<file path="src/rtl/alu_seq_module.sv">
// Multi-cycle ALU: operand latches, registered result/flags, iterative shifts and,
// when ALU_MUL_EN is defined, an iterative shift-add multiplier.
module alu_seq_module #(
  parameter int WIDTH = 16,
  parameter int SHW   = $clog2(WIDTH)
) (
  input  logic             CLK,
  input  logic             CLR,
  input  logic [WIDTH-1:0] A_bus,
  input  logic             Sa,
  input  logic             Sb,
  input  logic [3:0]       op,
  input  logic             start,
  input  logic             ALS,
  output logic [WIDTH-1:0] ALU_out,
  output logic             busy,
  output logic             done,
  output logic             carry,
  output logic             overflow,
  output logic             zero,
  output logic             negative
);

  localparam int CNT_W = SHW + 1;

  localparam logic [3:0] OP_PASSA = 4'd0;
  localparam logic [3:0] OP_PASSB = 4'd1;
  localparam logic [3:0] OP_ADD   = 4'd2;
  localparam logic [3:0] OP_SUB   = 4'd3;
  localparam logic [3:0] OP_AND   = 4'd4;
  localparam logic [3:0] OP_OR    = 4'd5;
  localparam logic [3:0] OP_XOR   = 4'd6;
  localparam logic [3:0] OP_NOTA  = 4'd7;
  localparam logic [3:0] OP_INCA  = 4'd8;
  localparam logic [3:0] OP_DECA  = 4'd9;
  localparam logic [3:0] OP_SHL   = 4'd10;
  localparam logic [3:0] OP_SHR   = 4'd11;
  localparam logic [3:0] OP_SAR   = 4'd12;
`ifdef ALU_MUL_EN
  localparam logic [3:0] OP_MUL   = 4'd13;
`endif

`ifdef ALU_MUL_EN
  typedef enum logic [1:0] {ST_IDLE = 2'd0, ST_SHIFT = 2'd1, ST_MUL = 2'd2} state_e;
`else
  typedef enum logic [1:0] {ST_IDLE = 2'd0, ST_SHIFT = 2'd1} state_e;
`endif

  // Handshake: start is accepted only in ST_IDLE (it is dropped otherwise, never
  // queued); busy is high while an iterative op runs; done pulses for exactly one
  // cycle after the edge that writes result and flags (also for reserved opcodes).
  state_e             state_q, state_d;
  logic [WIDTH-1:0]   a_q, b_q;
  logic [WIDTH-1:0]   res_q, res_d;
  logic               carry_q, carry_d;
  logic               ovf_q, ovf_d;
  logic               zero_q, zero_d;
  logic               neg_q, neg_d;
  logic               done_q, done_d;
  logic [WIDTH-1:0]   sh_q, sh_d;
  logic [3:0]         sop_q, sop_d;
  logic [CNT_W-1:0]   cnt_q, cnt_d;
`ifdef ALU_MUL_EN
  logic [2*WIDTH-1:0] prod_q, prod_d;
  logic [WIDTH-1:0]   mcand_q, mcand_d;
  logic [WIDTH:0]     mul_sum;
  logic [2*WIDTH-1:0] prod_nx;
`endif

  logic [WIDTH-1:0] one_w;
  logic [WIDTH-1:0] add_rhs, sub_rhs;
  logic [WIDTH:0]   add_w, sub_w;
  logic             add_ovf, sub_ovf;
  logic [SHW-1:0]   sh_n;
  logic             is_shift;
  logic [WIDTH-1:0] sc_res;
  logic             sc_c, sc_v, sc_valid;
  logic [WIDTH-1:0] sh_nx;
  logic             sh_out;
  logic             wr;

  // Operand latches; a running op works on its own snapshot, so loads are free.
  always_ff @(posedge CLK or negedge CLR) begin
    if (!CLR) begin
      a_q <= '0;
      b_q <= '0;
    end else begin
      if (Sa) a_q <= A_bus;
      if (Sb) b_q <= A_bus;
    end
  end

  assign one_w    = {{(WIDTH-1){1'b0}}, 1'b1};
  assign add_rhs  = (op == OP_INCA) ? one_w : b_q;
  assign sub_rhs  = (op == OP_DECA) ? one_w : b_q;
  assign add_w    = {1'b0, a_q} + {1'b0, add_rhs};
  assign sub_w    = {1'b0, a_q} - {1'b0, sub_rhs};
  assign add_ovf  = (a_q[WIDTH-1] == add_rhs[WIDTH-1]) && (add_w[WIDTH-1] != a_q[WIDTH-1]);
  assign sub_ovf  = (a_q[WIDTH-1] != sub_rhs[WIDTH-1]) && (sub_w[WIDTH-1] != a_q[WIDTH-1]);
  assign sh_n     = b_q[SHW-1:0];
  assign is_shift = (op == OP_SHL) || (op == OP_SHR) || (op == OP_SAR);

  always_comb begin
    sc_res   = a_q;
    sc_c     = 1'b0;
    sc_v     = 1'b0;
    sc_valid = 1'b1;
    case (op)
      OP_PASSA:         sc_res = a_q;
      OP_PASSB:         sc_res = b_q;
      OP_ADD, OP_INCA: begin
        sc_res = add_w[WIDTH-1:0];
        sc_c   = add_w[WIDTH];
        sc_v   = add_ovf;
      end
      OP_SUB, OP_DECA: begin
        sc_res = sub_w[WIDTH-1:0];
        sc_c   = sub_w[WIDTH];
        sc_v   = sub_ovf;
      end
      OP_AND:           sc_res = a_q & b_q;
      OP_OR:            sc_res = a_q | b_q;
      OP_XOR:           sc_res = a_q ^ b_q;
      OP_NOTA:          sc_res = ~a_q;
      // Only reached with a zero shift amount: result is A, carry stays 0.
      OP_SHL, OP_SHR, OP_SAR: sc_res = a_q;
      default:          sc_valid = 1'b0;
    endcase
  end

  always_comb begin
    sh_nx  = sh_q;
    sh_out = 1'b0;
    case (sop_q)
      OP_SHL: begin
        sh_nx  = {sh_q[WIDTH-2:0], 1'b0};
        sh_out = sh_q[WIDTH-1];
      end
      OP_SHR: begin
        sh_nx  = {1'b0, sh_q[WIDTH-1:1]};
        sh_out = sh_q[0];
      end
      default: begin
        sh_nx  = {sh_q[WIDTH-1], sh_q[WIDTH-1:1]};
        sh_out = sh_q[0];
      end
    endcase
  end

`ifdef ALU_MUL_EN
  // Classic right-shifting multiplier: high half accumulates, low half holds B.
  assign mul_sum = {1'b0, prod_q[2*WIDTH-1:WIDTH]} + {1'b0, mcand_q};
  assign prod_nx = prod_q[0] ? {mul_sum, prod_q[WIDTH-1:1]}
                             : {1'b0, prod_q[2*WIDTH-1:1]};
`endif

  always_comb begin
    state_d = state_q;
    res_d   = res_q;
    carry_d = carry_q;
    ovf_d   = ovf_q;
    zero_d  = zero_q;
    neg_d   = neg_q;
    done_d  = 1'b0;
    sh_d    = sh_q;
    sop_d   = sop_q;
    cnt_d   = cnt_q;
`ifdef ALU_MUL_EN
    prod_d  = prod_q;
    mcand_d = mcand_q;
`endif
    wr      = 1'b0;
    case (state_q)
      ST_IDLE: begin
        if (start) begin
          if (is_shift && (sh_n != '0)) begin
            state_d = ST_SHIFT;
            sh_d    = a_q;
            sop_d   = op;
            cnt_d   = {1'b0, sh_n};
`ifdef ALU_MUL_EN
          end else if (op == OP_MUL) begin
            state_d = ST_MUL;
            prod_d  = {{WIDTH{1'b0}}, b_q};
            mcand_d = a_q;
            cnt_d   = CNT_W'(WIDTH);
`endif
          end else if (sc_valid) begin
            res_d   = sc_res;
            carry_d = sc_c;
            ovf_d   = sc_v;
            wr      = 1'b1;
          end else begin
            done_d  = 1'b1;
          end
        end
      end
      ST_SHIFT: begin
        sh_d  = sh_nx;
        cnt_d = cnt_q - CNT_W'(1);
        if (cnt_q == CNT_W'(1)) begin
          state_d = ST_IDLE;
          res_d   = sh_nx;
          carry_d = sh_out;
          ovf_d   = 1'b0;
          wr      = 1'b1;
        end
      end
`ifdef ALU_MUL_EN
      ST_MUL: begin
        prod_d = prod_nx;
        cnt_d  = cnt_q - CNT_W'(1);
        if (cnt_q == CNT_W'(1)) begin
          state_d = ST_IDLE;
          res_d   = prod_nx[WIDTH-1:0];
          carry_d = 1'b0;
          ovf_d   = |prod_nx[2*WIDTH-1:WIDTH];
          wr      = 1'b1;
        end
      end
`endif
      default: state_d = ST_IDLE;
    endcase
    if (wr) begin
      zero_d = (res_d == '0);
      neg_d  = res_d[WIDTH-1];
      done_d = 1'b1;
    end
  end

  always_ff @(posedge CLK or negedge CLR) begin
    if (!CLR) begin
      state_q <= ST_IDLE;
      res_q   <= '0;
      carry_q <= 1'b0;
      ovf_q   <= 1'b0;
      zero_q  <= 1'b0;
      neg_q   <= 1'b0;
      done_q  <= 1'b0;
      sh_q    <= '0;
      sop_q   <= '0;
      cnt_q   <= '0;
`ifdef ALU_MUL_EN
      prod_q  <= '0;
      mcand_q <= '0;
`endif
    end else begin
      state_q <= state_d;
      res_q   <= res_d;
      carry_q <= carry_d;
      ovf_q   <= ovf_d;
      zero_q  <= zero_d;
      neg_q   <= neg_d;
      done_q  <= done_d;
      sh_q    <= sh_d;
      sop_q   <= sop_d;
      cnt_q   <= cnt_d;
`ifdef ALU_MUL_EN
      prod_q  <= prod_d;
      mcand_q <= mcand_d;
`endif
    end
  end

  assign ALU_out  = res_q & {WIDTH{ALS}};
  assign busy     = (state_q != ST_IDLE);
  assign done     = done_q;
  assign carry    = carry_q;
  assign overflow = ovf_q;
  assign zero     = zero_q;
  assign negative = neg_q;

endmodule
</file>
<file path="config.mk">
export PLATFORM = sky130hd
export DESIGN_NAME = alu_seq_module
export DESIGN_NICKNAME = d
export VERILOG_FILES = /design/src/rtl/alu_seq_module.sv
export SDC_FILE = /design/constraint.sdc
export NUM_CORES = 1
export LEC_CHECK = 0
export CAP_MARGIN = 30
export CORE_ASPECT_RATIO = 1.5
export CORE_UTILIZATION = 25
export CTS_CLUSTER_SIZE = 20
export DETAILED_ROUTE_END_ITERATION = 8
export PLACE_DENSITY = 0.47
export SLEW_MARGIN = 20
export SYNTH_ARGS = -nofsm -noshare
export SYNTH_HDL_FRONTEND = slang
export SYNTH_SLANG_ARGS = --single-unit
</file>
<file path="constraint.sdc">
create_clock -name CLK -period 5.9 [get_ports CLK]
set_clock_uncertainty 0.15 [all_clocks]
set_input_delay 0.885 -clock CLK [delete_from_list [all_inputs] [get_ports CLK]]
set_output_delay 0.885 -clock CLK [all_outputs]
set_load 0.03 [all_outputs]
</file>
==> results.cfg <==
[place]
preCtsSetupSlack_ps = 724
io_buffers = 47
gp_congestion = 0.934
hpwl_um = 20400

[clock_tree]
cts_tree = done
clk_pin_slew_ps = 70
post_cts_buffers = 0
worstSkewPairLatency_ps = 360
clockBufferDepth = 2
htree_levels = 3
clock-sinks = 79
cts_hold_buf = 0
cts-buffers-inserted = 9
cts_resized = 0
cts_root_buf = clkbuf_16

[synthesis]
synth_fp_nets = 989
yosysSeqAreaShare = 0.274
async_reset_ff_frac = 1.00
synth-main-ff-cell = dfrtp_1
ys_types = 87
yosys_warnings = 0
synthAdderAreaFrac = 0.127
synthCells = 891
synth.ff_latch_count = 79
netlist_top_cells_area = dfrtp_1 (27%), ha_1 (12%), a21oi_1 (5.0%)
syn_area_um2 = 7220
syn_avg_cell_area_um2 = 8.10
yosys.cell_count.top_type = nor2_1
yosysTopAreaCell = dfrtp_1
synthMuxAreaShare = 0.0369
netlist.area_leader.share = 0.274
synth_compound_area_frac = 0.278
synth-simple-area-share = 0.205
synth_edf_count = 0
synth_top_family_by_area = compound AO/OA/AOI/OAI gates
synth_xor_area_frac = 0.0218
netlist_top_cells_count = nor2_1 (95), nand2_1 (92), dfrtp_1 (79), a21oi_1 (72), ha_1 (70)

[sta]
setup_slack_ps = 1100
fin_hold_ws_ps = 273
slew_headroom = 0.377
drv_slew = 0
hold_viol = 0
rsz0062_at_grt = false
timing.fmax_mhz = 208
final.min_clock_period_ps = 4800
fin_crit_sh = 0.814
setup-violations-final = 0
final.setup.tns_ps = 0
worst_pin_slew_ps = 934

[floorplanning]
row_count = 75
die_h_um = 210
core_area_um2 = 28200
die_area_um2 = 29600
ios = 48
initial_core_util = 0.256
fp.dieW_um = 141

[worst_hold_path]
hold_path.class = primary input to asynchronous set/reset pin

[critical_path]
crit_fanout = 13
worstPathArrival_ps = 4950
critical_path.max_stage_delay_ps = 770
crit_path_start_kind = primary input
worst_path_most_repeated_cell = o21ai_0
r2r_slack_ps = 2110
cp-end-kind = flip-flop
worstReg2RegEnd = zero$_DFFE_PN0P_
critPathRequiredTime_ps = 6040
crit_chain = clkdlybuf4s50_1, nand3_1, buf_4, o21ai_0, ha_1, inv_1, fa_1, nor2b_1, o21a_1, nor2_1, xor2_1, a22o_1, o21ai_0, a2111oi_2, nand4b_1, o21ai_1
r2r_start = b_q[0]$_DFFE_PN0P_
crit_path_top_delay_cell = clkdlybuf4s50_1
crit_type = primary input to flip-flop
ff2ff_path_depth = 13

[global_routing]
grt_pass1_wl_um = 41400
antenna_found_initial = 0
grt_remaining_overflow = 0
grt_max_degree = 60
grt_pass1_vias = 6872
grtUsageTotal = 0.186

[layout]
drive_gt1_frac = 0.0838
nFillCells = 3070
seqCellArea_um2 = 1980
multi_input_area_um2 = 4850
area_delta_synth_final_pct = 15.8
final_core_util = 0.297
layout.nets = 1024
diodes = 0

[routing]
vias_per_cell = 5.34
drtAntennaViolNets = 0
vias = 6818
firstDrtPassIters = 5
wl_per_cell_um = 20.8
routed_wl_um = 26600
drtIter0Drc = 398
drc_errors = 0

[power_and_ir_drop]
power_per_cell_area_nw_per_um2 = 326
power_leakage_nw = 3.53
finalPower_mw = 2.72
peakVddDrop_uv = 134

[outcome]
outcome = completed

[run]
maxCapViolCount = 0
-- layout make-up --
cell class / instances / share of cell area
clock buffers: 9 / 0.0269
flip-flops and latches: 79 / 0.237
well taps: 346 / 0.0518
repair buffers: 70 / 0.0766
clock inverters: 7 / 0.00659
multi-input cells: 718 / 0.580
inverters: 48 / 0.0216
-- logic make-up after synthesis --
| kind of cell | after synthesis |
|---|---|
| AOI/OAI and AO/OA | 296 |
| xor gates and xnor gates | 18 |
| adders and majority gates | 72 |
| buffers and inverters | 94 |
| DFF | 79 |
| muxes | 26 |
| and+or+nand+nor | 306 |
-- how the worst max path moves through the flow --
stage | start | to | slack [ps] | depth (start not counted)
after floorplan | op[1] | zero$_DFFE_PN0P_ | 1520 | 17
after global placement | op[3] | zero$_DFFE_PN0P_ | 800 | 16
after detailed placement | op[3] | zero$_DFFE_PN0P_ | 720 | 16
after CTS | op[3] | zero$_DFFE_PN0P_ | 1090 | 16
after global routing | op[3] | zero$_DFFE_PN0P_ | 770 | 16
final | op[3] | zero$_DFFE_PN0P_ | 1100 | 16
-- cell usage in the layout (no fill, tap or decap), types with 4 or more instances in the layout --
cell	netlist	final
a21oi_1	72	72
a221oi_1	12	12
nand3_1	11	11
o21ai_0	68	68
nand4_1	4	4
ha_1	70	70
buf_4	1	24
dfrtp_1	79	78
mux2i_1	21	21
nand2b_1	9	9
or3_1	5	5
o211ai_1	11	11
a31oi_1	9	9
nor4_1	5	5
nor2b_1	13	13
o21ai_1	8	8
a211oi_1	19	19
a211oi_2	4	4
clkbuf_16	0	9
clkdlybuf4s50_1	0	46
xor2_1	6	6
o31ai_1	5	5
and2_1	21	21
clkinvlp_4	0	4
or2_2	4	4
nor2_1	95	95
o21a_1	14	14
nor3b_1	4	4
o2111ai_1	4	4
inv_1	46	46
mux2_2	5	5
o221ai_1	10	10
nand3b_1	7	7
xnor2_1	12	12
nor3_1	18	18
a21o_1	9	9
nand2_1	92	92
-- critical path: cells and delay by family --
family,cells,cell delay (ps)
AO/OA/AOI/OAI,6,1380
XOR/XNOR,1,250
adder cells (fa/ha/maj),2,630
buffers and inverters,3,1080
AND/OR/NAND/NOR,4,700
-- where the power goes --
group | internal, mW | switching, mW
sequential | 0.705 | 0.160
clock | 0.289 | 0.270
combinational | 0.537 | 0.763
-- sequential cells by signal, summed over array words and instances (netlist names), 4 cells and up --
| name | flops |
|---|---|
| b_q | 16 |
| res_q | 16 |
| sh_q | 16 |
| sop_q | 4 |
| a_q | 16 |
| cnt_q | 5 |
-- metrics by stage --
step                instances  cell area (µm²)
floorplan                 891             7220
global placement         1261             8080
detailed placement       1261             8080
CTS                      1277             8360
global route             1277             8360
finish                   1277             8360
-- metal layers --
layer | global-route usage | routed length, µm | part of all wire | vias to the layer above
li1 | - | - | - | 3311
met1 | 0.217 | 11100 | 0.42 | 3292
met2 | 0.342 | 13800 | 0.52 | 168
met3 | 0.0245 | 1070 | 0.040 | 47
met4 | 0.0716 | 680 | 0.026 | 0
met5 | 0 | 0 | 0 | -
Note: power is estimated with default switching activity, not from simulation.
